<file path="config.mk">
export PLATFORM = sky130hd
export DESIGN_NAME = input_fm_load_ctrl
export DESIGN_NICKNAME = d
export VERILOG_FILES = /design/src/rtl/input_fm_load_ctrl_pkg.sv /design/src/rtl/input_fm_tile_addr_gen.sv /design/src/rtl/input_fm_load_ctrl.sv
export SDC_FILE = /design/constraint.sdc
export NUM_CORES = 1
export LEC_CHECK = 0
export ABC_CLOCK_PERIOD_IN_PS = 1680
export CAP_MARGIN = 20
export CORE_UTILIZATION = 44
export DETAILED_ROUTE_END_ITERATION = 10
export GPL_TIMING_DRIVEN = 0
export PLACE_DENSITY = 0.9
export SETUP_SLACK_MARGIN = 0.4
export SLEW_MARGIN = 15
export SYNTH_ARGS = -nofsm -noshare
export SYNTH_HDL_FRONTEND = slang
export SYNTH_SLANG_ARGS = --single-unit
export TNS_END_PERCENT = 100
</file>
<file path="constraint.sdc">
create_clock -name clk -period 1.68 [get_ports clk]
set_input_delay 0.504 -clock clk [delete_from_list [all_inputs] [get_ports clk]]
set_output_delay 0.504 -clock clk [all_outputs]
set_load 0.005 [all_outputs]
</file>
<file path="src/rtl/input_fm_load_ctrl_pkg.sv">
// Shared definitions for the tile load controllers (input_fm, weight, output).
// Holds the controller state encoding and a counter width helper.
package input_fm_load_ctrl_pkg;

    typedef enum logic [2:0] {
        ST_IDLE  = 3'd0,
        ST_CLR   = 3'd1,
        ST_LOAD  = 3'd2,
        ST_FLUSH = 3'd3,
        ST_READY = 3'd4
    } ctrl_state_t;

    // Bits needed to count 0..bound-1, never less than one bit.
    function automatic int cnt_width(input int bound);
        return (bound > 1) ? $clog2(bound) : 1;
    endfunction

endpackage

</file>
<file path="src/rtl/input_fm_tile_addr_gen.sv">
// Cascaded col/row/ch counters for a channel-major tile stream, plus a
// bank select counter that steps once per completed channel and wraps at X,
// so the bank index is ch % X without a divider.
module input_fm_tile_addr_gen
    import input_fm_load_ctrl_pkg::*;
#(
    parameter int Tm = 16,
    parameter int Tr = 64,
    parameter int Tc = 16,
    parameter int X  = 4
) (
    input  logic                    clk,
    input  logic                    rst,
    input  logic                    clear,
    input  logic                    advance,
    output logic                    last,
    output logic [cnt_width(X)-1:0] bank_sel
);

    localparam int CW = cnt_width(Tc);
    localparam int RW = cnt_width(Tr);
    localparam int HW = cnt_width(Tm);
    localparam int BW = cnt_width(X);

    localparam logic [CW-1:0] COL_MAX  = CW'(Tc - 1);
    localparam logic [RW-1:0] ROW_MAX  = RW'(Tr - 1);
    localparam logic [HW-1:0] CH_MAX   = HW'(Tm - 1);
    localparam logic [BW-1:0] BANK_MAX = BW'(X - 1);

    logic [CW-1:0] col_reg;
    logic [RW-1:0] row_reg;
    logic [HW-1:0] ch_reg;
    logic [BW-1:0] bank_reg;

    logic col_wrap;
    logic row_wrap;

    assign col_wrap = (col_reg == COL_MAX);
    assign row_wrap = (row_reg == ROW_MAX);
    assign last     = col_wrap && row_wrap && (ch_reg == CH_MAX);
    assign bank_sel = bank_reg;

    // Advance col, carrying into row, then into ch and the bank select.
    always_ff @(posedge clk) begin
        if (rst || clear) begin
            col_reg  <= '0;
            row_reg  <= '0;
            ch_reg   <= '0;
            bank_reg <= '0;
        end else if (advance) begin
            if (col_wrap) begin
                col_reg <= '0;
                if (row_wrap) begin
                    row_reg  <= '0;
                    ch_reg   <= (ch_reg == CH_MAX) ? '0 : ch_reg + 1'b1;
                    bank_reg <= (bank_reg == BANK_MAX) ? '0 : bank_reg + 1'b1;
                end else begin
                    row_reg <= row_reg + 1'b1;
                end
            end else begin
                col_reg <= col_reg + 1'b1;
            end
        end
    end

endmodule

</file>
<file path="src/rtl/input_fm_load_ctrl.sv">
// Input feature-map tile loader: clears the bank write counters, steers the
// channel-major word stream one-hot to bank ch % X, then holds the tile as
// ready until the compute engine releases it.
// Optional stall counter enabled by defining INPUT_FM_LOAD_CTRL_PERF_EN.
// Tm must be a multiple of X so the bank select wraps with the tile.
module input_fm_load_ctrl
    import input_fm_load_ctrl_pkg::*;
#(
    parameter int DW = 32,
    parameter int Tm = 16,
    parameter int Tr = 64,
    parameter int Tc = 16,
    parameter int X  = 4
) (
    input  logic          clk,
    input  logic          rst,
    input  logic          start,
    output logic          busy,
    input  logic [DW-1:0] in_data,
    input  logic          in_valid,
    output logic          in_ready,
    output logic [DW-1:0] wr_data,
    output logic [X-1:0]  wr_ena,
    output logic          conv_tile_reset,
    output logic          load_done,
    output logic          tile_ready,
    input  logic          tile_release
`ifdef INPUT_FM_LOAD_CTRL_PERF_EN
    ,
    output logic [31:0]   stall_cnt
`endif
);

    localparam int BW = cnt_width(X);

    ctrl_state_t   state_reg;
    ctrl_state_t   state_next;
    logic          accept;
    logic          last;
    logic [BW-1:0] bank_sel;
    logic          addr_clear;
    logic [X-1:0]  wr_ena_next;
    logic [X-1:0]  wr_ena_reg;
    logic [DW-1:0] wr_data_reg;

    // in_ready is a pure state decode, so accept has no path from in_valid to in_ready.
    assign accept     = in_ready && in_valid;
    assign addr_clear = (state_reg == ST_CLR) || (accept && last);

    input_fm_tile_addr_gen #(
        .Tm (Tm),
        .Tr (Tr),
        .Tc (Tc),
        .X  (X)
    ) u_addr_gen (
        .clk      (clk),
        .rst      (rst),
        .clear    (addr_clear),
        .advance  (accept),
        .last     (last),
        .bank_sel (bank_sel)
    );

    // State register.
    always_ff @(posedge clk) begin
        if (rst) begin
            state_reg <= ST_IDLE;
        end else begin
            state_reg <= state_next;
        end
    end

    // Next-state and state-decoded outputs; start and tile_release only count in their own state.
    always_comb begin
        state_next      = state_reg;
        busy            = 1'b1;
        in_ready        = 1'b0;
        conv_tile_reset = 1'b0;
        load_done       = 1'b0;
        tile_ready      = 1'b0;
        case (state_reg)
            ST_IDLE: begin
                busy = 1'b0;
                if (start) begin
                    state_next = ST_CLR;
                end
            end
            ST_CLR: begin
                conv_tile_reset = 1'b1;
                state_next      = ST_LOAD;
            end
            ST_LOAD: begin
                in_ready = 1'b1;
                if (in_valid && last) begin
                    state_next = ST_FLUSH;
                end
            end
            ST_FLUSH: begin
                load_done  = 1'b1;
                state_next = ST_READY;
            end
            ST_READY: begin
                tile_ready = 1'b1;
                if (tile_release) begin
                    state_next = ST_IDLE;
                end
            end
            default: begin
                state_next = ST_IDLE;
            end
        endcase
    end

    // One-hot bank enable decode from the bank select counter.
    genvar gi;
    generate
        for (gi = 0; gi < X; gi++) begin : g_bank_en
            assign wr_ena_next[gi] = accept && (bank_sel == BW'(gi));
        end
    endgenerate

    // Registered broadcast write port; data holds between accepts.
    always_ff @(posedge clk) begin
        if (rst) begin
            wr_ena_reg  <= '0;
            wr_data_reg <= '0;
        end else begin
            wr_ena_reg <= wr_ena_next;
            if (accept) begin
                wr_data_reg <= in_data;
            end
        end
    end

    assign wr_ena  = wr_ena_reg;
    assign wr_data = wr_data_reg;

`ifdef INPUT_FM_LOAD_CTRL_PERF_EN
    logic [31:0] stall_cnt_reg;

    // Saturating count of LOAD cycles starved of input; restarts with each tile.
    always_ff @(posedge clk) begin
        if (rst || (state_reg == ST_CLR)) begin
            stall_cnt_reg <= '0;
        end else if ((state_reg == ST_LOAD) && !in_valid && (stall_cnt_reg != '1)) begin
            stall_cnt_reg <= stall_cnt_reg + 1'b1;
        end
    end

    assign stall_cnt = stall_cnt_reg;
`endif

endmodule

</file>
* After elaboration in Yosys (flattened, before gate mapping) *
Index checks and enable logic that the tools add are counted.

operators by class
  multiplexer cells = 13
  eq/ne operators = 13
  add/subtract/negate cells = 4
  reductions and logical operators = 16

operators with widths
  cell                 count
  $pmux 3 s5           1
  $logic_and 1x1->1    9
  $mux 3               3
  $add 4x1->4 const B  2
  $eq 4x4->1 const B   2
  $mux 4               2
  $add 6x1->6 const B  1
  $eq 3x2->1 const B   2
  $eq 6x6->1 const B   1
  $mux 6               1
  $ne 2x2->1 const B   3
  $reduce_and 3->1     2
  $mux 1               5
  $eq 2x2->1 const B   2
  $eq 3x1->1 const B   1
  $eq 3x3->1 const B   1
  $logic_not 3->1      1
  $add 2x1->2 const B  1
  $eq 2x1->1 const B   1
  $logic_not 2->1      1
  $logic_or 1x1->1     2
  $mux 2               1
  $reduce_and 2->1     1

storage, ports and cells
  bits of input ports = 37
  logic and storage cells = 53
  output and inout bits = 41
  register bits = 55

* Logic depth before layout (Yosys ltp) *
  depth in word-level cells = 6
  mapped depth = 7
  gate-level depth less buffers = 5

* Hierarchy *
Synthesis repeated with hierarchy kept, for this count alone.

unflattened totals
  cells, all modules = 255
  area, all modules = 2537.4 um^2

by module, submodules not included
  module                  sequential area each (um^2)  area each (um^2)  cells each  instances
  input_fm_load_ctrl      780.7                        1766.7            169         1
  input_fm_tile_addr_gen  320.3                        770.7             86          1

* Worst setup path before layout *
No wires, ideal clock.

  path type = input to register
  start = input port rst
  end = register u_addr_gen.row_reg[0]
  arrival time = 1.471 ns
  buffers on the path = 3
  library setup time = 0.073 ns
  data required time = 1.607 ns
  path slack = 0.137 ns
  stages on the path = 6
  path through = clkbuf_1 -> or2_1 -> buf_2 -> a21o_1 -> buf_2 -> nor3b_2

between the ends
  cells in the longest elaborated chain, start to end = 1

RTL lines
  what                  line                          RTL
  start, declared       input_fm_load_ctrl.sv:16      input logic rst,
  $logic_or 1x1->1      input_fm_tile_addr_gen.sv:45  if (rst || clear) begin
  end signal, assigned  input_fm_tile_addr_gen.sv:58  row_reg <= row_reg + 1'b1;
  end, declared         input_fm_tile_addr_gen.sv:31  logic [RW-1:0] row_reg;

Every way passes these cells.
A chain may end at the register's enable or synchronous reset.

* Worst setup path after layout *
  start = register state_reg[0]
  end = output port busy

between the ends
  cells in the longest elaborated chain, start to end = 2

RTL lines
  what                    line                      RTL
  start, declared         input_fm_load_ctrl.sv:36  ctrl_state_t state_reg;
  start signal, assigned  input_fm_load_ctrl.sv:69  state_reg <= state_next;
  $logic_not 3->1         input_fm_load_ctrl.sv:81  case (state_reg)
  $mux 1                  input_fm_load_ctrl.sv:81
  end, declared           input_fm_load_ctrl.sv:18  output logic busy,

Every way passes these cells.

==> impl_metrics.tcl <==
set metrics [dict create \
    synth_most_common_cell "nand2_1" \
    tightest_slew_ns 0.778 \
    slew_viol_final 0 \
    h-tree-depth 2 \
    drtIter0Drc 339 \
    path_class "reg -> out" \
    hold_path_class "in -> reg" \
    vias 2802 \
    arrival_ns 1.30 \
    wl_um 11200 \
    wire_per_inst_um 24.4 \
    hold_ws_ns 0.387 \
    syn-num-nets 304 \
    crit_slowest_cell "or3_4" \
    tritoncts "yes" \
    async_flop_share 0 \
    core_um2 4790 \
    clockBufferDepth 2 \
    vias_per_cell 6.09 \
    path_cells "buf_6, or3_4, buf_6" \
    power.density_nw_per_um2 653 \
    grt_usage 0.284 \
    drive_gt1_frac 0.616 \
    synth_edf_count 0 \
    largest_register_ffs 32 \
    fmax_mhz 555 \
    synth_cell_types 34 \
    syn_area_um2 2210 \
    nFillCells 179 \
    synth_cells 260 \
    overflow 0 \
    final_area_um2 4150 \
    cp_max_fo 4 \
    fin_total_pwr_mw 2.71 \
    critical_path_buf_inv_count 2 \
    p_leak_nw 1.66 \
    syn2layout_area_growth_pct 88.0 \
    ys_warn_count 0 \
    grt_max_degree 20 \
    final_net_count 434 \
    layout.cells.non_filler 460 \
    place.gp.congestion 0.894 \
    setup_slack_ns -0.120 \
    synth_top_area_cell "dfxtp_1" \
    ys.flop_type "dfxtp_1" \
    ir_drop_mv 1.15 \
    cp-end-kind "primary output" \
    post_dp_cell_area_um2 3140 \
    ctsHoldBuffers 0 \
    start_util 0.461 \
    cts-buffers-inserted 5 \
    first_pass_iters 5 \
    dp_cells 403 \
    cts-root-buf "clkbuf_8" \
    die_area_um2 5310 \
    seq_area_frac_synth 0.499 \
    failed_checks "negative setup slack" \
    drc 0 \
    post-route-period-util 1.07 \
    cp_top_family "simple AND/OR/NAND/NOR gates" \
    grt_setup_unrepaired "yes" \
    slowest_delay_ns 0.39 \
    setup_viol 21 \
    grt_pass1_vias 2396 \
    rows 25 \
    die_h_um 72.8 \
    grt_antenna_before_repair 2 \
    clkLatencyLatePin_ns 0.33 \
    ys_seq_elements 55 \
    dieWidth_um 72.8 \
    synth_area_per_cell_um2 8.49 \
    period_minus_slack_ns 1.80 \
    drv_cap 0 \
    crit_required_ns 1.18 \
    ioPinCount 78 \
    critPathMostFrequentCell "buf_6" \
    port_buffers 76 \
    relSlewSlack 0.481 \
    synthTopCellsByArea "dfxtp_1, nand2_1, a21oi_1" \
    synth_top_area_share 0.499 \
    ant_nets 0 \
    cts_sinks 55 \
    status "finished, violations left" \
    clk_pin_slew_ns 0.12 \
    grt_pass1_wl_um 11500 \
    skew_ns 0.0186 \
    cp-start-kind "flop" \
    yosys-top-cells-count "nand2_1, dfxtp_1, a21oi_1" \
    dp_hpwl_um 3790 \
    hold_viol 0 \
    fin_tns_setup_ns -0.892 \
]
[where the power goes]
group | switching (mW) | internal, mW
logic | 0.258 | 0.295
clock network | 0.491 | 0.306
registers | 0.0314 | 1.33
total | 0.780 | 1.93
[routing by layer]
layer	routed length [µm]	GRT usage	vias to the layer above
met4	947	0.135	0
met5	0	0	-
met1	3860	0.313	1297
met2	5260	0.515	263
met3	1160	0.0635	107
li1	-	-	1135
[worst paths after layout]
kind,startpoint,end,slack (ns),cells past startpoint
setup / recovery,state_reg[0]$_SDFFE_PP0P_,busy,-0.12,3
hold / removal,rst,wr_data[22]$_SDFFE_PP0P_,0.39,2
setup reg to reg,state_reg[0]$_SDFFE_PP0P_,wr_data[2]$_SDFFE_PP0P_,-0.10,9
hold reg to reg,wr_data[28]$_SDFFE_PP0P_,wr_data[28]$_SDFFE_PP0P_,0.46,2
[through the flow]
stage                     utilization  setup slack [ns]
final                           0.868            -0.120
after global routing            0.867            -0.222
after CTS                       0.761           -0.0645
after detailed placement        0.657            -0.436
after global placement          0.657            -0.411
after floorplan                     -             0.233
[cells by family after synthesis]
family | Yosys count | synth area share
flip-flops | 55 | 0.499
adder cells (fa/ha/maj) | 7 | 0.0397
AND/OR/NAND/NOR | 121 | 0.263
AO/OA/AOI/OAI | 46 | 0.111
XOR/XNOR | 7 | 0.0278
multiplexers | 3 | 0.0136
buffers and inverters | 21 | 0.0459
[cell usage in the layout (no fill, tap or decap), types with 5 or more instances in the layout]
cell / synthesis / routed
buf_6: 1 / 37
nand2_1: 71 / 37
clkdlybuf4s50_1: 0 / 34
dfxtp_2: 0 / 34
buf_4: 0 / 33
a21oi_2: 0 / 24
buf_2: 12 / 24
nand2_4: 0 / 20
nand2_2: 0 / 14
a21oi_1: 40 / 14
dfxtp_1: 55 / 12
dfxtp_4: 0 / 9
nor2_1: 14 / 8
nor3b_2: 1 / 5
nand4_1: 5 / 5
clkbuf_8: 0 / 5
[final cells by class]
cell class	instances	area [µm²]	share of cell area
repair buffers	123	1080	0.259
flip-flops and latches	55	1180	0.284
plain buffers	17	213	0.0512
well taps	67	83.8	0.0202
clock inverters	3	25.0	0.00603
diodes	2	5.00	0.00121
clock buffers	5	68.8	0.0166
inverters	4	15.0	0.00362
multi-input cells	184	1490	0.358
[what timing repair did]
action                                  in CTS  in global routing
endpoints found under the setup margin      94                 85
gates cloned                                 7                  0
pin swaps                                   50                 15
buffers inserted                            17                 23
resized for setup                          314                 72
Power figures use the tool's default switching activity.
